==> config.mk <==
export PLATFORM = sky130hd
export DESIGN_NAME = wb_unit
export DESIGN_NICKNAME = d
export VERILOG_FILES = /design/src/rtl/wb_pkg.sv /design/src/rtl/wb_unit_load_align.sv /design/src/rtl/wb_unit.sv
export SDC_FILE = /design/constraint.sdc
export NUM_CORES = 1
export LEC_CHECK = 0
export BUFFER_PORTS_ARGS = -buffer_cell sky130_fd_sc_hd__buf_2
export CORE_MARGIN = 2
export CORE_UTILIZATION = 50
export DETAILED_ROUTE_END_ITERATION = 7
export PLACE_DENSITY_LB_ADDON = 0.1
export RECOVER_POWER = 25
export SETUP_SLACK_MARGIN = 0.5
export SYNTH_ARGS = -nofsm -noshare
export SYNTH_HDL_FRONTEND = slang
export SYNTH_SLANG_ARGS = --single-unit
==> constraint.sdc <==
create_clock -name clk -period 4.85 [get_ports clk]
set_clock_uncertainty 0.1 [all_clocks]
set_input_delay 0.7275 -clock clk [delete_from_list [all_inputs] [get_ports clk]]
set_output_delay 0.7275 -clock clk [all_outputs]
set_load 0.01 [all_outputs]
==> src/rtl/wb_pkg.sv <==
// Shared encodings for the write-back stage: source, register-write and
// load-size codes plus the controller state type.
package wb_pkg;

  localparam logic [1:0] WB_ALU  = 2'b00;
  localparam logic [1:0] WB_MEM  = 2'b01;
  localparam logic [1:0] WB_LINK = 2'b10;
  localparam logic [1:0] WB_NONE = 2'b11;

  localparam logic [1:0] RW_NONE = 2'b00;
  localparam logic [1:0] RW_RS   = 2'b01;
  localparam logic [1:0] RW_RT   = 2'b10;
  localparam logic [1:0] RW_R31  = 2'b11;

  localparam logic [1:0] LD_WORD = 2'b00;
  localparam logic [1:0] LD_HALF = 2'b01;
  localparam logic [1:0] LD_BYTE = 2'b10;
  localparam logic [1:0] LD_UBYTE = 2'b11;

  typedef enum logic [1:0] {
    ST_IDLE     = 2'b00,
    ST_MEM_WAIT = 2'b01,
    ST_WRITE    = 2'b10
  } wb_state_e;

endpackage

==> src/rtl/wb_unit_load_align.sv <==
// Combinational lane selection and extension of a little-endian memory word,
// plus the alignment check for the requested access size.
module load_align
  import wb_pkg::*;
(
  input  logic [31:0] data_i,
  input  logic [1:0]  addr_lo_i,
  input  logic [1:0]  size_i,
  output logic [31:0] value_o,
  output logic        misaligned_o
);

  logic [15:0] half_s;
  logic [7:0]  byte_s;

  // Pick the addressed lanes and extend according to the access size.
  always_comb begin
    half_s       = addr_lo_i[1] ? data_i[31:16] : data_i[15:0];
    byte_s       = data_i[8*addr_lo_i +: 8];
    value_o      = data_i;
    misaligned_o = 1'b0;
    case (size_i)
      LD_WORD: begin
        value_o      = data_i;
        misaligned_o = (addr_lo_i != 2'b00);
      end
      LD_HALF: begin
        value_o      = {{16{half_s[15]}}, half_s};
        misaligned_o = addr_lo_i[0];
      end
      LD_BYTE: begin
        value_o      = {{24{byte_s[7]}}, byte_s};
        misaligned_o = 1'b0;
      end
      LD_UBYTE: begin
        value_o      = {24'h000000, byte_s};
        misaligned_o = 1'b0;
      end
      default: begin
        value_o      = data_i;
        misaligned_o = 1'b0;
      end
    endcase
  end

endmodule

==> src/rtl/wb_unit.sv <==
// Write-back stage: selects ALU, link or load data and drives the register
// file write port; loads run a req/ack handshake with a cycle timeout.
module wb_unit
  import wb_pkg::*;
#(
  parameter int TIMEOUT = 255
) (
  input  logic        clk,
  input  logic        rst_n,
  input  logic        wb_valid,
  output logic        wb_ready,
  input  logic [1:0]  wb_src,
  input  logic [1:0]  wb_dest,
  input  logic [1:0]  ld_size,
  input  logic [31:0] alu_result,
  input  logic [31:0] pc,
  output logic        mem_rd_req,
  output logic [31:0] mem_addr,
  input  logic        mem_rd_ack,
  input  logic [31:0] mem_rd_data,
  output logic [1:0]  reg_write,
  output logic [31:0] write_data,
  output logic        wb_done,
  output logic        wb_err
);

  localparam logic [7:0] TO_LAST = 8'(TIMEOUT - 1);

  wb_state_e   state_q, state_d;
  logic [7:0]  cnt_q, cnt_d;
  logic [1:0]  dest_q, dest_d;
  logic [1:0]  size_q, size_d;
  logic [1:0]  lane_q, lane_d;
  logic        req_q, req_d;
  logic [31:0] addr_q, addr_d;
  logic [1:0]  rw_q, rw_d;
  logic [31:0] wd_q, wd_d;
  logic        done_q, done_d;
  logic        err_q, err_d;

  logic [1:0]  al_addr_s;
  logic [1:0]  al_size_s;
  logic [31:0] al_value_s;
  logic        al_mis_s;

  // In IDLE the aligner only judges alignment of the incoming load; while
  // waiting it extends the returned word using the latched lane and size.
  assign al_addr_s = (state_q == ST_IDLE) ? alu_result[1:0] : lane_q;
  assign al_size_s = (state_q == ST_IDLE) ? ld_size : size_q;

  load_align u_align (
    .data_i       (mem_rd_data),
    .addr_lo_i    (al_addr_s),
    .size_i       (al_size_s),
    .value_o      (al_value_s),
    .misaligned_o (al_mis_s)
  );

  // Next-state and next-output logic; every output is registered below.
  always_comb begin
    state_d = state_q;
    cnt_d   = cnt_q;
    dest_d  = dest_q;
    size_d  = size_q;
    lane_d  = lane_q;
    req_d   = req_q;
    addr_d  = addr_q;
    rw_d    = RW_NONE;
    wd_d    = wd_q;
    done_d  = 1'b0;
    err_d   = 1'b0;
    case (state_q)
      ST_IDLE: begin
        if (wb_valid) begin
          case (wb_src)
            WB_ALU: begin
              wd_d    = alu_result;
              rw_d    = wb_dest;
              done_d  = 1'b1;
              state_d = ST_WRITE;
            end
            WB_LINK: begin
              wd_d    = pc + 32'd4;
              rw_d    = wb_dest;
              done_d  = 1'b1;
              state_d = ST_WRITE;
            end
            WB_NONE: begin
              rw_d    = RW_NONE;
              done_d  = 1'b1;
              state_d = ST_WRITE;
            end
            WB_MEM: begin
              if (al_mis_s) begin
                err_d  = 1'b1;
                done_d = 1'b1;
              end else begin
                dest_d  = wb_dest;
                size_d  = ld_size;
                lane_d  = alu_result[1:0];
                addr_d  = {alu_result[31:2], 2'b00};
                req_d   = 1'b1;
                cnt_d   = 8'd0;
                state_d = ST_MEM_WAIT;
              end
            end
            default: begin
              state_d = ST_IDLE;
            end
          endcase
        end else begin
          state_d = ST_IDLE;
        end
      end
      ST_MEM_WAIT: begin
        cnt_d = cnt_q + 8'd1;
        if (mem_rd_ack) begin
          wd_d    = al_value_s;
          rw_d    = dest_q;
          done_d  = 1'b1;
          req_d   = 1'b0;
          state_d = ST_WRITE;
        end else if (cnt_q == TO_LAST) begin
          req_d   = 1'b0;
          err_d   = 1'b1;
          done_d  = 1'b1;
          state_d = ST_IDLE;
        end else begin
          state_d = ST_MEM_WAIT;
        end
      end
      ST_WRITE: begin
        state_d = ST_IDLE;
      end
      default: begin
        state_d = ST_IDLE;
        req_d   = 1'b0;
      end
    endcase
  end

  // State and output registers with asynchronous reset.
  always_ff @(posedge clk or negedge rst_n) begin
    if (!rst_n) begin
      state_q <= ST_IDLE;
      cnt_q   <= 8'd0;
      dest_q  <= RW_NONE;
      size_q  <= LD_WORD;
      lane_q  <= 2'b00;
      req_q   <= 1'b0;
      addr_q  <= 32'd0;
      rw_q    <= RW_NONE;
      wd_q    <= 32'd0;
      done_q  <= 1'b0;
      err_q   <= 1'b0;
    end else begin
      state_q <= state_d;
      cnt_q   <= cnt_d;
      dest_q  <= dest_d;
      size_q  <= size_d;
      lane_q  <= lane_d;
      req_q   <= req_d;
      addr_q  <= addr_d;
      rw_q    <= rw_d;
      wd_q    <= wd_d;
      done_q  <= done_d;
      err_q   <= err_d;
    end
  end

  assign wb_ready   = (state_q == ST_IDLE);
  assign mem_rd_req = req_q;
  assign mem_addr   = addr_q;
  assign reg_write  = rw_q;
  assign write_data = wd_q;
  assign wb_done    = done_q;
  assign wb_err     = err_q;

endmodule

==> results of run 1 <==
## worst min path at each step
stage | startpoint | end | depth (start not counted)
global placement | mem_rd_req | mem_rd_req | 1
global route | mem_rd_req | mem_rd_req | 1
finish | mem_rd_req | mem_rd_req | 1
CTS | mem_rd_req | mem_rd_req | 1
floorplan | rst_n | cnt_q[0] | 0
detailed placement | mem_rd_req | mem_rd_req | 1
## worst register-to-register path, delay by kind of cell (launching register included)
family | cells | cell delay, ns
and+or+nand+nor | 2 | 0.93
buffers and inverters | 1 | 0.11
DFF | 1 | 0.65
AOI/OAI and AO/OA | 3 | 1.03
## layout by cell type (no fill, tap or decap), drive strengths merged, types with 12 or more instances in the layout
cell	instances
buf	176
dfrtp	83
mux2	45
o21ai	39
nand2	34
a21oi	25
nand3	23
nor2	21
a211oi	17
xor2	12
## cells in the mapped netlist (all sizes together), types with 4 or more instances
| cell type | instances |
|---|---|
| and3 | 8 |
| a21oi | 25 |
| a22oi | 9 |
| nor4 | 9 |
| a31oi | 7 |
| nor3 | 7 |
| clkbuf | 9 |
| xnor2 | 8 |
| o22a | 10 |
| inv | 7 |
| buf | 17 |
| nand2b | 11 |
| nor2b | 4 |
| nand3 | 23 |
| a211oi | 17 |
| dfrtp | 83 |
| nor2 | 21 |
| nand4 | 11 |
| and4 | 4 |
| nand2 | 34 |
| mux2i | 9 |
| o21ai | 39 |
| mux2 | 45 |
| xor2 | 12 |
| o22ai | 11 |
## cells by family (layout without fill, tap and decap cells)
logic type / count (synthesis) / after routing / synth area share
muxes: 54 / 54 / 0.117
and+or+nand+nor: 151 / 151 / 0.168
buffers and inverters: 33 / 200 / 0.0420
AOI/OAI and AO/OA: 154 / 154 / 0.223
other: 1 / 3 / 0.000736
DFF: 83 / 83 / 0.408
xor gates and xnor gates: 20 / 20 / 0.0344
adders and majority gates: 3 / 3 / 0.00737
## flip-flops by register name, indices dropped and copies added (netlist names), 2 cells and up
name,cells
mem_addr,30
write_data,32
size_q,2
state_q,2
dest_q,2
cnt_q,8
lane_q,2
reg_write,2
## per-layer routing
| metal | routed length (um) | track usage |
|---|---|---|
| met1 | 7250 | 0.428 |
| met2 | 7480 | 0.468 |
| met3 | 1000 | 0.0512 |
| met4 | 329 | 0.0914 |
| met5 | 0 | 0 |
## where the power goes
part	total, W	leakage (nW)	internal, W	switching [W]
Clock	0.000524	0.0987	0.000252	0.000272
Combinational	0.00109	1.61	0.000502	0.000584
Sequential	0.00116	0.982	0.000966	0.000190
Total	0.00277	2.69	0.00172	0.00105
## cell type report
cell class / instances / area [um2] / share of cell area
inverter: 7 / 31.3 / 0.00506
antenna: 1 / 2.50 / 0.000405
clock buffer: 10 / 138 / 0.0223
tap: 133 / 166 / 0.0269
timing repair buffer: 177 / 896 / 0.145
multi-input combinational: 384 / 2810 / 0.454
clock inverter: 6 / 63.8 / 0.0103
sequential: 83 / 2080 / 0.336
## metrics by stage
stage	instance area (um2)	worst slack, ns	util	total power, W
floorplan	5100	2.33	-	0.00179
global placement	5980	1.77	0.609	0.00222
detailed placement	5980	1.76	0.609	0.00225
CTS	6180	1.92	0.630	0.00278
global route	6180	1.67	0.629	0.00295
finish	6180	1.87	0.630	0.00277
==> summary.txt, run 1 <==
Timing
  – Worst slew pin tran: around 2.1 ns
  – Fin crit share: 0.614
  – RSZ-0062 raised after global routing: no
  – WHS: around 0.39 ns
  – Final hold vios: 0
  – Tmin final: about 3 ns
  – Endpoints failing setup: 0
  – Max-slew violations: between 80 and 90
  – Fmax achieved: 336 MHz
  – Worst slew margin: -0.413
  – Fin Setup TNS: 0 ns

Min path
  – Hold WC Path Type: flop to flop

Detailed routing
  – DR iter-0 viols: between 200 and 300
  – First-pass DRT Iterations: 5
  – ANT nets after route: 0
  – Drt drc: 0
  – Drt wl/cell: approximately 20 um
  – Wire length after detailed routing: 16100 um
  – Via-per-instance ratio: 5.99
  – DR vias: 4800

Placement
  – DP HPWL: roughly 12000 um
  – Routability cong.: around 0.88
  – PortBufs: approximately 170
  – Dpl cells: roughly 800

Clock tree
  – Hold buffers post-CTS: 0
  – Clock sink total: 83
  – Worst skew pair latency: about 0.38 ns
  – CTS Root Cell: clkbuf_8
  – Post_cts resized: 0
  – CTS tree: yes
  – Clock-pin slew on the worst setup and hold paths: about 0.090 ns
  – Post CTS Setup Buffer Count: 0
  – Max clock buf depth: 2
  – Num CTS Buffers: 9
  – Depth of the CTS H-tree: 3

Worst setup path
  – Crit path kind: flop to flop
  – CP Depth: 6
  – RR Startpoint: state_q[0]
  – CP Max Fanout: 17
  – Worst Setup SP: state_q[0]
  – Reg-to-reg slack, setup: between 1.5 and 2 ns
  – Reg2reg end: write_data[15]
  – Cell Chain, Critical Path: or2_1 > inv_6 > o31ai_4 > nand2_1 > o22ai_1 > a2111oi_2
  – CP Capture Point: write_data[15]
  – Cell family with most CP delay: compound AO/OA/AOI/OAI gates
  – Reg2Reg Depth: 6
  – Crit path DAT: a little over 3 ns
  – Crit path required time: between 4 and 5 ns
  – Slowest CP cell: dfrtp_1
  – Startpoint types: flop
  – CP bufs+invs: 1
  – Crit path largest cell delay: about 0.65 ns
  – Crit end category: flop

Synth
  – Main synth FF type: dfrtp_1
  – Asr flop ratio synth: 1.00
  – Yosys warnings: 0
  – Post-synthesis cell type count: 73
  – Sequential-to-total area share from yosys stat: 0.408
  – EDFF count, synth: 0
  – Mean Syn Cell Area: ~10 um2
  – Mapped Cells: 499
  – Mapped Area: around 5000 um2
  – Top cell type's share of synthesized area: 0.408
  – Synth area leaders: dfrtp_1, mux2_2, o21ai_0
  – #FFs+latches synth: between 80 and 90
  – Cell accounting for the most synthesized area: dfrtp_1

Die
  – Row Count: 36
  – Die Ht: roughly 100 um
  – Core area: ~9800 um2
  – Width of the die: about 100 um
  – Die Area: 11000 um2
  – Starting Density: 0.519
  – IO Count: around 180

Power and ir drop
  – Max IR drop VDD: 305 uV
  – Leakage: around 2.7 nW
  – PwrDens: 447 nW/um2

GRT
  – Largest net degree at the start of global routing: 84
  – First-pass GRT wire length: roughly 26000 um
  – Gr usage total: 0.301
  – Vias in the first global route: between 4000 and 5000
  – Total gr overflow: 0
  – Antenna violations before repair: 1

Finish
  – Fraction of layout cells with a size suffix above 1: 0.397
  – Nets: between 700 and 800
  – Synth-to-Final Area Change: 21.3%
  – Finished Layout Cells: approximately 800
  – Fill cells: 854

Status
  – Run status: complete, but fails checks
  – Failing checks: max-capacitance violations, max-slew violations

Flow run
  – Max Cap Violations: 1
Power figures use the tool's default switching activity.
==> inputs of run 2 (changes only) <==
--- a/config.mk
+++ b/config.mk
@@ -5,6 +5,7 @@
 export SDC_FILE = /design/constraint.sdc
 export NUM_CORES = 1
 export LEC_CHECK = 0
+export ABC_AREA = 1
 export BUFFER_PORTS_ARGS = -buffer_cell sky130_fd_sc_hd__buf_2
 export CORE_MARGIN = 2
 export CORE_UTILIZATION = 50
==> constraint.sdc (replaced) <==
create_clock -name clk -period 3.1 [get_ports clk]
set_clock_uncertainty 0.1 [all_clocks]
set_input_delay 0.465 -clock clk [delete_from_list [all_inputs] [get_ports clk]]
set_output_delay 0.465 -clock clk [all_outputs]
set_load 0.01 [all_outputs]
==> run 2 against run 1 <==
Net effect:
- the flow still finishes with violations (max-capacitance violations, max-slew violations)
- flip-flop and latch count stayed put
- clock power is 74% higher
- register-to-register slack worse by 1.0 ns
- total power is 56% higher
- critical endpoint is now write_data[20]
- sequential share of layout area is 2.7 points lower
- count of clock-buffer cells in the layout is 1 higher
- worst setup slack worse by 1.0 ns
- largest cell class unchanged
- first-iteration DRC count is 110% higher
- utilization is 1.2 points lower
- cell count is 45% higher
==> summary.txt, run 2 <==
Clock tree
  – Post_cts resized: 0 (unchanged)
  – Post CTS Setup Buffer Count: 0 (unchanged)
  – Hold buffers post-CTS: 0 (unchanged)
  – Depth of the CTS H-tree: 3 (unchanged)
  – Max clock buf depth: 2 (unchanged)
  – Worst skew pair latency: 0.35 ns (-0.03 ns)
  – Clock-pin slew on the worst setup and hold paths: 0.09 ns (about the same)
  – CTS Root Cell: clkbuf_8
  – Num CTS Buffers: 9 (unchanged)
  – CTS tree: yes
  – Clock sink total: 83 (unchanged)

Finish
  – Commonest non-fill, non-tap cells in the layout: nand2_1, buf_2, dfrtp_1
  – Antenna cells: 0 (-1)
  – Finished Layout Cells: 1158 (+45%)
  – Fraction of layout cells with a size suffix above 1: 0.219 (-0.178)
  – Final Util: 0.618 (-0.0120)
  – Commonest non-fill, non-tap cell in the layout: nand2_1
  – Largest register FFs: 32 (unchanged)
  – Synth-to-Final Area Change: 20.1%
  – Nets: 1122 (+46%)
  – Fill cells: 1102 (+29%)

Synth
  – Post-synthesis cell type count: 38 (-48%)
  – Asr flop ratio synth: 1.00 (unchanged)
  – Synth area leaders: dfrtp_1, nand2_1, nand3_1
  – Mapped Area: 5600 um2 (+9.8%)
  – #FFs+latches synth: 83 (unchanged)
  – Top cell type's share of synthesized area: 0.371 (-0.0365)
  – Top-count cell post-synth: nand2_1
  – Sequential-to-total area share from yosys stat: 0.371 (-0.0365)
  – Mean Syn Cell Area: 6.52 um2 (-36%)
  – Main synth FF type: dfrtp_1
  – List of most frequent post-synthesis cells: nand2_1, dfrtp_1, nand3_1, nor2_1, a21oi_1
  – EDFF count, synth: 0 (unchanged)
  – Yosys warnings: 0 (unchanged)
  – Cell accounting for the most synthesized area: dfrtp_1
  – Mapped Cells: 859 (+72%)

Detailed routing
  – Via-per-instance ratio: 5.37 (-10%)
  – Drt drc: 0 (unchanged)
  – First-pass DRT Iterations: 5 (unchanged)
  – DR iter-0 viols: 576 (+110%)
  – Drt wl/cell: 16.0 um (-20%)
  – ANT nets after route: 0 (unchanged)
  – Wire length after detailed routing: 18500 um (+15%)
  – DR vias: 6213 (+29%)

Worst setup path
  – Startpoint types: flop
  – CP Max Fanout: 20 (+3)
  – Reg-to-reg slack, setup: 0.87 ns (-1.00 ns)
  – Cell Chain, Critical Path: nor2_4 > nand2_1 > nand2_4 > inv_4 > nand3_2 > nand3_2 > nand4_1 > nand3_1 > nand2_1
  – Crit path required time: 3.29 ns (-1.67 ns)
  – Reg2Reg Depth: 9 (+3)
  – Worst Setup SP: state_q[1]
  – Crit path largest cell delay: 0.45 ns (-0.20 ns)
  – Crit end category: flop
  – Reg2reg end: write_data[20]
  – Crit path kind: flop to flop
  – Slowest CP cell: dfrtp_1
  – RR Startpoint: state_q[1]
  – Crit path DAT: 2.42 ns (-0.66 ns)

Placement
  – Dpl cells: 1142 (+46%)
  – Post-Place Setup Slack: 0.908 ns (-0.848 ns)
  – PortBufs: 173 (unchanged)
  – Routability cong.: 0.998 (+13%)
  – DP HPWL: 14300 um (+17%)

Die
  – Die Area: 12100 um2 (+9.5%)
  – Width of the die: 110 um (+4.6%)
  – Die Ht: 110 um (+4.6%)
  – Row Count: 38 (+5.6%)
  – Starting Density: 0.514 (-0.00485)
  – IO Count: 176 (unchanged)
  – Core area: 10900 um2 (+11%)

GRT
  – Antenna violations before repair: 0 (-1)
  – Vias in the first global route: 5546 (+18%)
  – Total gr overflow: 0 (unchanged)
  – First-pass GRT wire length: 28400 um (+10%)
  – Gr usage total: 0.311 (+0.0108)
  – Largest net degree at the start of global routing: 84 (unchanged)

Timing
  – Fin crit share: 0.720 (+0.106)
  – Max-slew violations: 84 (unchanged)
  – RSZ-0062 raised after global routing: no
  – Tmin final: 2.23 ns (-0.747 ns)
  – Final WS setup: 0.869 ns (-1.00 ns)
  – Worst slew pin tran: 2.04 ns (-0.0798 ns)
  – Final hold vios: 0 (unchanged)
  – Fin Setup TNS: 0 ns (unchanged)
  – Fmax achieved: 448 MHz (+33%)
  – Worst slew margin: -0.360 (+0.0532)
  – Endpoints failing setup: 0 (unchanged)

Power and ir drop
  – Max IR drop VDD: 331 uV (+8.3%)
  – Flop pwr share: 0.398 (-0.020)
  – Switching Power: 0.00173 W (+65%)
  – Tot Pwr: 0.00431 W (+56%)
  – Leakage: 3.62 nW (+35%)
  – Combinational share of power: 0.391 (-0.002)
  – Pint: 0.00259 W (+50%)
  – Sw frac: 0.400 (+0.0223)
  – Clock network power share: 0.211 (+0.022)
  – PwrDens: 641 nW/um2 (+43%)

Min path
  – WHS Endpoint: mem_addr[29]
  – Hold WC Path Type: primary input to flop
  – Hold Crit Depth: 3 (+2)
  – Hold_sp: alu_result[29]

Flow run
  – Max Cap Violations: 1 (unchanged)

Status
  – Failing checks: max-capacitance violations, max-slew violations
  – Run status: complete, but fails checks
==> run 2: changes by cell type after synthesis, sizes merged, moves of 24 or more <==
cell | before | now
a21oi | 25 | 49
inv | 7 | 35
mux2 | 45 | 0
nand2 | 34 | 414
nand3 | 23 | 70
nor2 | 21 | 62
==> run 2: stage by stage <==
step                      hold slack, ns  area [um2]
final                              0.262        6730
after global routing               0.257        6730
after CTS                          0.235        6730
after detailed placement           0.354        6490
after global placement             0.348        6490
after floorplan                   0.0694        5600
==> run 2: layout make-up <==
cell class	count	area (um2)	area share
timing repair buffer	181	926	0.138
tap	140	175	0.0260
inverter	36	138	0.0205
clock buffer	11	151	0.0225
clock inverter	5	82.6	0.0123
sequential	83	2080	0.309
multi-input combinational	702	3180	0.472
==> run 2: kinds of logic (layout without fill, tap and decap cells) <==
logic type / after synthesis / in the layout / synth area share
other: 1 / 2 / 0.000670
XOR/XNOR: 9 / 9 / 0.0141
adder cells (fa/ha/maj): 3 / 3 / 0.00671
AND/OR/NAND/NOR: 585 / 585 / 0.442
AO/OA/AOI/OAI: 103 / 103 / 0.101
buffers and inverters: 75 / 233 / 0.0653
flip-flops: 83 / 83 / 0.371
==> run 2: how the worst max path moves through the flow <==
stage,end,depth (start not counted)
after floorplan,write_data[14],10
after global placement,write_data[7],11
after detailed placement,write_data[8],11
after CTS,write_data[8],11
after global routing,write_data[12],1
final,write_data[20],9
==> run 2: critical path: cells and delay by family, from the launching register on <==
| family | cells | cell delay (ns) |
|---|---|---|
| buf+inv | 1 | 0.14 |
| flops | 1 | 0.45 |
| simple gates | 8 | 1.48 |
==> run 2: metal layers <==
layer | GRT usage | routed length (um) | share of wire
met1 | 0.449 | 8300 | 0.45
met2 | 0.478 | 8210 | 0.44
met5 | 0 | 0 | 0
met4 | 0.0913 | 414 | 0.022
met3 | 0.0551 | 1560 | 0.085
==> run 2: power groups by stage <==
| stage | clock network (W) | logic, W | registers [W] |
|---|---|---|---|
| after floorplan | 0 | 0.000859 | 0.00185 |
| after global placement | 0 | 0.00166 | 0.00172 |
| after detailed placement | 0 | 0.00168 | 0.00172 |
| after CTS | 0.000928 | 0.00169 | 0.00171 |
| after global routing | 0.000974 | 0.00190 | 0.00176 |
| final | 0.000912 | 0.00168 | 0.00172 |
